===== config.mk =====
export PLATFORM = sky130hd
export DESIGN_NAME = vadd_fp16_flat
export DESIGN_NICKNAME = d
export VERILOG_FILES = /design/src/rtl/vadd_pkg.sv /design/src/rtl/vadd_fp16_if.sv /design/src/rtl/vadd_fp16_lzc.sv /design/src/rtl/vadd_fp16.sv /design/src/flat_wrapper.sv
export SDC_FILE = /design/constraint.sdc
export NUM_CORES = 1
export LEC_CHECK = 0
export CAP_MARGIN = 20
export CORE_MARGIN = 10
export CORE_UTILIZATION = 55
export DETAILED_ROUTE_END_ITERATION = 16
export GPL_ROUTABILITY_DRIVEN = 1
export PLACE_DENSITY = 0.77
export SLEW_MARGIN = 20
export SYNTH_ARGS = -nofsm -noshare
export SYNTH_HDL_FRONTEND = slang
export SYNTH_SLANG_ARGS = --single-unit

===== constraint.sdc =====
create_clock -name Clk -period 2.6 [get_ports Clk]
set_clock_uncertainty 0.1 [all_clocks]
set_input_delay 0.78 -clock Clk [delete_from_list [all_inputs] [get_ports Clk]]
set_output_delay 0.78 -clock Clk [all_outputs]
set_load 0.02 [all_outputs]

===== src/rtl/vadd_pkg.sv =====
// Shared field widths, constants, operand struct and helpers for the FP16 lane adder.
// Rounding mode is selected elsewhere by the VADD_RNE_EN macro.
package vadd_pkg;

   localparam int EXP_W    = 5;
   localparam int MAN_W    = 10;
   localparam int EXP_BIAS = 15;
   localparam int EXP_MAX  = 31;
   localparam logic [15:0] CANON_NAN = 16'h7E00;

   typedef struct packed {
      logic             sign;
      logic [EXP_W-1:0] exp;
      logic [MAN_W-1:0] man;
   } fp16_t;

   typedef enum logic [1:0] {
      CLS_ZERO = 2'd0,
      CLS_NORM = 2'd1,
      CLS_SPEC = 2'd2
   } op_class_e;

   function automatic fp16_t unpack(input logic [15:0] word);
      return fp16_t'(word);
   endfunction

   // Denormals share the zero class: they are flushed before any arithmetic.
   function automatic op_class_e classify(input logic [EXP_W-1:0] exp);
      op_class_e cls;
      case (exp)
         5'h00:   cls = CLS_ZERO;
         5'h1F:   cls = CLS_SPEC;
         default: cls = CLS_NORM;
      endcase
      return cls;
   endfunction

endpackage


===== src/rtl/vadd_fp16_if.sv =====
// Operand/result bundle of one VADD lane: issue side drives A/B/in_valid, lane returns Sum/Ov/out_valid.
interface vadd_fp16_if;
   logic        in_valid;
   logic [15:0] A;
   logic [15:0] B;
   logic [15:0] Sum;
   logic        Ov;
   logic        out_valid;

   modport master (output in_valid, output A, output B,
                   input  Sum, input Ov, input out_valid);
   modport slave  (input  in_valid, input A, input B,
                   output Sum, output Ov, output out_valid);
endinterface


===== src/rtl/vadd_fp16_lzc.sv =====
// 14-bit leading-zero counter used to renormalize after an effective subtraction.
module vadd_lzc (
   input  logic [13:0] val_i,
   output logic [3:0]  cnt_o
);

   logic found_s;

   // Scan from the MSB and latch the position of the first set bit.
   always_comb begin
      cnt_o   = 4'd14;
      found_s = 1'b0;
      for (int i = 13; i >= 0; i--) begin
         if (!found_s && val_i[i]) begin
            cnt_o   = 4'(13 - i);
            found_s = 1'b1;
         end else begin
            found_s = found_s;
         end
      end
   end

endmodule


===== src/rtl/vadd_fp16.sv =====
// Registered FP16 adder, one vector lane. Truncating by default; defining VADD_RNE_EN
// enables round-to-nearest-even on the guard/round/sticky bits.
module vadd_fp16
   import vadd_pkg::*;
(
   input  logic       Clk,
   input  logic       Rst,
   vadd_fp16_if.slave bus
);

   localparam logic signed [6:0] E_MAX_S = 7'(EXP_MAX);

   fp16_t            a_s, b_s, x_s, y_s;
   op_class_e        a_cls_s, b_cls_s;
   logic             eff_sub_s;
   logic [EXP_W-1:0] diff_s;
   logic [13:0]      xm_s, ym_s, shifted_s, aligned_s;
   logic [14:0]      raw_s;
   logic [3:0]       lz_s;
   logic [13:0]      norm_m_s;
   logic signed [6:0] norm_e_s, fin_e_s;
   logic [11:0]      rnd_s;
   logic [10:0]      fin_m_s;
   logic [15:0]      sum_d, sum_q;
   logic             ov_d, ov_q, valid_q;

   assign a_s     = unpack(bus.A);
   assign b_s     = unpack(bus.B);
   assign a_cls_s = classify(a_s.exp);
   assign b_cls_s = classify(b_s.exp);

   // Order operands by magnitude, align the smaller one and add/subtract with G/R/S bits.
   always_comb begin
      if ({b_s.exp, b_s.man} > {a_s.exp, a_s.man}) begin
         x_s = b_s;
         y_s = a_s;
      end else begin
         x_s = a_s;
         y_s = b_s;
      end
      xm_s      = {1'b1, x_s.man, 3'b000};
      ym_s      = {1'b1, y_s.man, 3'b000};
      diff_s    = x_s.exp - y_s.exp;
      shifted_s = ym_s >> diff_s;
      if (diff_s >= 5'd14) begin
         aligned_s = 14'd1;
      end else begin
         aligned_s = shifted_s | {13'd0, |(ym_s & ((14'd1 << diff_s) - 14'd1))};
      end
      eff_sub_s = a_s.sign ^ b_s.sign;
      if (eff_sub_s) begin
         raw_s = {1'b0, xm_s - aligned_s};
      end else begin
         raw_s = {1'b0, xm_s} + {1'b0, aligned_s};
      end
   end

   vadd_lzc u_lzc (
      .val_i (raw_s[13:0]),
      .cnt_o (lz_s)
   );

   // Normalize, then round (or truncate) and renormalize on mantissa carry-out.
   always_comb begin
      if (raw_s[14]) begin
         norm_m_s = {raw_s[14:2], raw_s[1] | raw_s[0]};
         norm_e_s = $signed({2'b00, x_s.exp}) + 7'sd1;
      end else begin
         norm_m_s = raw_s[13:0] << lz_s;
         norm_e_s = $signed({2'b00, x_s.exp}) - $signed({3'b000, lz_s});
      end
`ifdef VADD_RNE_EN
      rnd_s = {1'b0, norm_m_s[13:3]}
            + {11'd0, norm_m_s[2] & (norm_m_s[1] | norm_m_s[0] | norm_m_s[3])};
`else
      rnd_s = {1'b0, norm_m_s[13:3]};
`endif
      if (rnd_s[11]) begin
         fin_m_s = rnd_s[11:1];
         fin_e_s = norm_e_s + 7'sd1;
      end else begin
         fin_m_s = rnd_s[10:0];
         fin_e_s = norm_e_s;
      end
   end

   // Result selection: specials and zeros bypass the datapath.
   always_comb begin
      sum_d = 16'h0000;
      ov_d  = 1'b0;
      if ((a_cls_s == CLS_SPEC) || (b_cls_s == CLS_SPEC)) begin
         ov_d = 1'b1;
         if ((a_cls_s == CLS_SPEC) && (b_cls_s == CLS_SPEC) && (a_s.sign != b_s.sign)) begin
            sum_d = CANON_NAN;
         end else if (a_cls_s == CLS_SPEC) begin
            sum_d = {a_s.sign, 5'h1F, 10'h000};
         end else begin
            sum_d = {b_s.sign, 5'h1F, 10'h000};
         end
      end else if ((a_cls_s == CLS_ZERO) && (b_cls_s == CLS_ZERO)) begin
         sum_d = 16'h0000;
      end else if (a_cls_s == CLS_ZERO) begin
         sum_d = bus.B;
      end else if (b_cls_s == CLS_ZERO) begin
         sum_d = bus.A;
      end else if (raw_s == 15'd0) begin
         sum_d = 16'h0000;
      end else if (fin_e_s >= E_MAX_S) begin
         sum_d = {x_s.sign, 5'h1F, 10'h000};
         ov_d  = 1'b1;
      end else if (fin_e_s <= 7'sd0) begin
         sum_d = {x_s.sign, 15'h0000};
      end else begin
         sum_d = {x_s.sign, fin_e_s[4:0], fin_m_s[9:0]};
      end
   end

   // Output registers: capture on in_valid, hold otherwise.
   always_ff @(posedge Clk or posedge Rst) begin
      if (Rst) begin
         sum_q   <= 16'h0000;
         ov_q    <= 1'b0;
         valid_q <= 1'b0;
      end else begin
         valid_q <= bus.in_valid;
         if (bus.in_valid) begin
            sum_q <= sum_d;
            ov_q  <= ov_d;
         end
      end
   end

   assign bus.Sum       = sum_q;
   assign bus.Ov        = ov_q;
   assign bus.out_valid = valid_q;

endmodule


===== src/flat_wrapper.sv =====
// flat-port wrapper written by rule: the top's interface ports become plain ports
module vadd_fp16_flat import vadd_pkg::*;
  (Clk, Rst, bus_in_valid, bus_A, bus_B, bus_Sum, bus_Ov, bus_out_valid);
  vadd_fp16_if bus_i ();
  input  logic Clk;
  input  logic Rst;
  input wire logic [$bits(bus_i.in_valid)-1:0] bus_in_valid;
  input wire logic [$bits(bus_i.A)-1:0] bus_A;
  input wire logic [$bits(bus_i.B)-1:0] bus_B;
  output wire logic [$bits(bus_i.Sum)-1:0] bus_Sum;
  output wire logic [$bits(bus_i.Ov)-1:0] bus_Ov;
  output wire logic [$bits(bus_i.out_valid)-1:0] bus_out_valid;
  assign bus_i.in_valid = bus_in_valid;
  assign bus_i.A = bus_A;
  assign bus_i.B = bus_B;
  assign bus_Sum = bus_i.Sum;
  assign bus_Ov = bus_i.Ov;
  assign bus_out_valid = bus_i.out_valid;
  vadd_fp16 u_core (.Clk(Clk), .Rst(Rst), .bus(bus_i));
endmodule

==> reports/results.ini, run 1 <==
[status]
status = did not finish
failing_step = 4_1_cts
first-error = [ERROR DPL-0033] detailed placement checks failed during check placement.

[clock_tree]
cts-root-buf = clkbuf_8
cts_setup_buffers = 73
cts.sinks = 18
cts-resized-gates = 318
cts_hold_buf = 0
htreeDepth = 1
tritoncts.num_buffers = 3
cts_buffer_depth = 2

[synthesis]
netlist_top_cells_count = nor2_1, nand2_1, a21oi_1
synth_seq_cells = 18
async_reset_ff_share_pct = 100
synth_edf_count = 0
syn_nets = 928
yosysMostFrequentCell = nor2_1
synth_cell_types = 93
synth_area_leaders = ha_1, dfrtp_1, a21oi_1
avgSynthCellArea_um2 = 6.89
syn_inst = 849
synth_ff_type = dfrtp_1
yosysWarnings = 0
synth_area_leader_cell = ha_1
synth_top_area_share_pct = 8.99
synth_seq_area_share_pct = 7.70
syn-cell-area_um2 = 5850

[die]
die_h_um = 123
die_x_um = 123
io_pins = 53
start_util_pct = 56.6
core.rowCount = 37

[placement]
hpwl_um = 23200
portBuffers = 52
gp_congestion = 1.10

-- through the flow --
| step | cell area (um2) | utilization [%] | instances | TNS [ps] | worst slack (ps) |
|---|---|---|---|---|---|
| after floorplan | 6020 | - | 849 | -104800 | -6600 |
| after global placement | 8860 | 85.8 | 1310 | -112390 | -6910 |
| after detailed placement | 8860 | 85.8 | 1310 | -122330 | -7560 |
-- logic make-up after synthesis --
kind of cell / after synthesis / share of synthesized area (%)
multiplexers: 26 / 5.67
XOR/XNOR: 11 / 1.65
adder cells (fa/ha/maj): 44 / 9.67
buffers and inverters: 103 / 7.40
AO/OA/AOI/OAI: 337 / 40.5
AND/OR/NAND/NOR: 310 / 27.4
flip-flops: 18 / 7.70
==> run 2, diff against run 1 <==
--- a/config.mk
+++ b/config.mk
@@ -7,10 +7,10 @@
 export LEC_CHECK = 0
 export CAP_MARGIN = 20
 export CORE_MARGIN = 10
-export CORE_UTILIZATION = 55
+export CORE_UTILIZATION = 40
 export DETAILED_ROUTE_END_ITERATION = 16
 export GPL_ROUTABILITY_DRIVEN = 1
-export PLACE_DENSITY = 0.77
+export PLACE_DENSITY_LB_ADDON = 0.15
 export SLEW_MARGIN = 20
 export SYNTH_ARGS = -nofsm -noshare
 export SYNTH_HDL_FRONTEND = slang
==> reports/results.ini, run 2 <==
[status]
status = complete, but fails checks
violations = setup timing

[timing]
hold_viol = 0
fin_crit_ps = 9010
fmax_mhz = 111
setup_viol = 17
slew_headroom_pct = 46.9
drv_slew = 0
period_share_pct = 346
rsz0062_at_grt = true
final.setup.worst_slack_ps = -6410
setup_tns_ps = -103670
tightest_slew_ps = 790

[placement]
gp_congestion = 1.01
place_area_um2 = 9080
dp_slack_ps = -7310
portBuffers = 52
hpwl_um = 21600

[synthesis]
synth_top_family_by_area = compound AO/OA/AOI/OAI gates
synth-compound-area-share_pct = 40.5
synth_edf_count = 0
synth_mux_area_share_pct = 5.67
synth_top_area_share_pct = 8.99
synth_seq_area_share_pct = 7.70
synth_area_leader_cell = ha_1
yosysWarnings = 0
async_reset_ff_share_pct = 100
netlist_top_cells_count = nor2_1, nand2_1, a21oi_1
avgSynthCellArea_um2 = 6.89
yosysMostFrequentCell = nor2_1
post_synth_fa_ha_maj_area_fraction_pct = 9.67
syn-cell-area_um2 = 5850
synth_xor_area_share_pct = 1.65
synth_cell_types = 93
synth_area_leaders = ha_1, dfrtp_1, a21oi_1
synth_simple_gate_area_share_pct = 27.4
syn_inst = 849
syn_nets = 928
synth_seq_cells = 18
synth_ff_type = dfrtp_1

[cells_and_area]
fillCellCount = 1142
final_cell_mix = buf_4, nor2_1, nand2_1, a21oi_1, o21ai_0
fin_util_pct = 72.6
largest_register_ffs = 16
fin_nets = 1341
design_area_um2 = 10500
diodes = 0
final_common_cell = buf_4
syn2layout_area_growth_pct = 79.1
drive_gt1_share_pct = 49.1

[setup_path]
slowest_stage = a2111o_1
end_kind = flip-flop
r2r-start = u_core.bus.Sum[6]
r2r_cells = 4
cp.required_ps = 2660
worstReg2RegEnd = u_core.bus.Sum[6]
critPathMaxStageDelay_ps = 480
cpMostUsedCell = buf_4
r2r_slack_ps = 1410
critPathArrivalTime_ps = 9070
worstPathMaxFanout = 5
criticalPathCategory = input port to flip-flop
startpoint_type = input port

[clock_tree]
cts-root-buf = clkbuf_16
cts_tree = built
clk_latency_ps = 250
tritoncts.num_buffers = 3
clk_pin_slew_worst_paths_ps = 60
cts_hold_buf = 0
htreeDepth = 1
cts.sinks = 18
cts_buffer_depth = 2

[die]
core.rowCount = 44
die_h_um = 141
start_util_pct = 40.5
dieArea_um2 = 19900
die_x_um = 141
io_pins = 53
coreArea_um2 = 14400

[grt]
use_met1_pct = 34.4
grt_use_met3_pct = 3.83
antenna_found_initial = 0
grt.overflow.total = 0
grt.total_usage_pct = 27.4
grt_max_degree = 28
grt_busiest_layer = met2
grt_pass1_vias = 8695
met2_usage_pct = 47.2
grt_pass1_wl_um = 45500

[pwr]
ir_drop_mv = 0.602
powerDensity_nw_per_um2 = 648
power_w = 0.00679
leakage_nw = 4.67

[detailed_routing]
dr.pass1.iters = 6
wl_um = 29300
wl_per_cell_um = 20.3
drt-initial-drc-count = 1033
drc = 0
vias_per_cell = 6.28
antenna_left = 0
vias = 9072

[worst_hold_path]
hold_end = u_core.bus.Sum[12]
hold_class = flip-flop to flip-flop
hold_start = u_core.bus.Sum[12]
min_path_cells = 1

[job]
maxCapViolations = 0

run 2: cell counts after synthesis:
Identical to the previous run, type by type.
run 2: logic make-up (layout without fill, tap and decap cells):
| logic type | Yosys count | in the layout |
|---|---|---|
| AOI/OAI and AO/OA | 337 | 337 |
| DFF | 18 | 18 |
| and+or+nand+nor | 310 | 310 |
| buffers and inverters | 103 | 515 |
| adders and majority gates | 44 | 44 |
| muxes | 26 | 26 |
| xor gates and xnor gates | 11 | 11 |
run 2: layout make-up:
type                    instances  area [um2]  share of cell area (%)
clock buffers                   4        88.8                   0.848
well taps                     184         230                    2.20
flip-flops and latches         18         450                    4.30
multi-input cells             728        5850                    55.9
inverters                      58         234                    2.23
repair buffers                453        3610                    34.5
run 2: worst max path at each step:
stage,from,end,slack (ps),cells past startpoint
after floorplan,bus_A[12],u_core.bus.Sum[8],-6600,46
after global placement,bus_A[8],u_core.bus.Sum[8],-7060,43
after detailed placement,bus_A[9],u_core.bus.Sum[0],-7310,41
after CTS,bus_A[14],u_core.bus.Sum[7],-6180,44
after global routing,bus_A[3],u_core.bus.Sum[5],-6900,40
final,bus_B[10],u_core.bus.Sum[5],-6410,44
run 2: timing repair:
| action | in CTS | in global routing |
|---|---|---|
| pin swaps | 97 | 54 |
| setup endpoints to repair | 17 | 17 |
| setup buffers | 52 | 15 |
| resized for setup | 288 | 44 |
run 2: where the power goes:
group	switching [W]	internal [W]	leakage, nW
Combinational	0.00304	0.00293	4.41
Clock	0.000107	0.000234	0.0442
Sequential	0.0000866	0.000384	0.218
Total	0.00324	0.00355	4.67
run 2: per-layer routing:
metal | up-vias | part of all wire (%)
li1 | 4107 | -
met1 | 4251 | 40
met2 | 582 | 47
met3 | 132 | 9.4
met4 | 0 | 4.5
met5 | - | 0
run 2: worst max-delay path, delay by kind of cell:
kind	cells	cell delay, ps
multiplexers	1	210
AO/OA/AOI/OAI	15	3020
adder cells (fa/ha/maj)	4	970
AND/OR/NAND/NOR	14	2760
buffers and inverters	10	1320
run 2: stage by stage:
stage	instances	hold slack (ps)
final	1445	420
after global routing	1445	445
after CTS	1430	418
after detailed placement	1377	393
after global placement	1377	397
after floorplan	849	498
No activity file was read; power rests on OpenSTA's default activity.
==> run 3, diff against run 2 <==
--- a/config.mk
+++ b/config.mk
@@ -5,13 +5,11 @@
 export SDC_FILE = /design/constraint.sdc
 export NUM_CORES = 1
 export LEC_CHECK = 0
-export CAP_MARGIN = 20
 export CORE_MARGIN = 10
 export CORE_UTILIZATION = 40
 export DETAILED_ROUTE_END_ITERATION = 16
 export GPL_ROUTABILITY_DRIVEN = 1
 export PLACE_DENSITY_LB_ADDON = 0.15
-export SLEW_MARGIN = 20
 export SYNTH_ARGS = -nofsm -noshare
 export SYNTH_HDL_FRONTEND = slang
 export SYNTH_SLANG_ARGS = --single-unit
==> results of run 3 <==
Same layout as run 2: the final DEF is identical, and so are final timing and power.
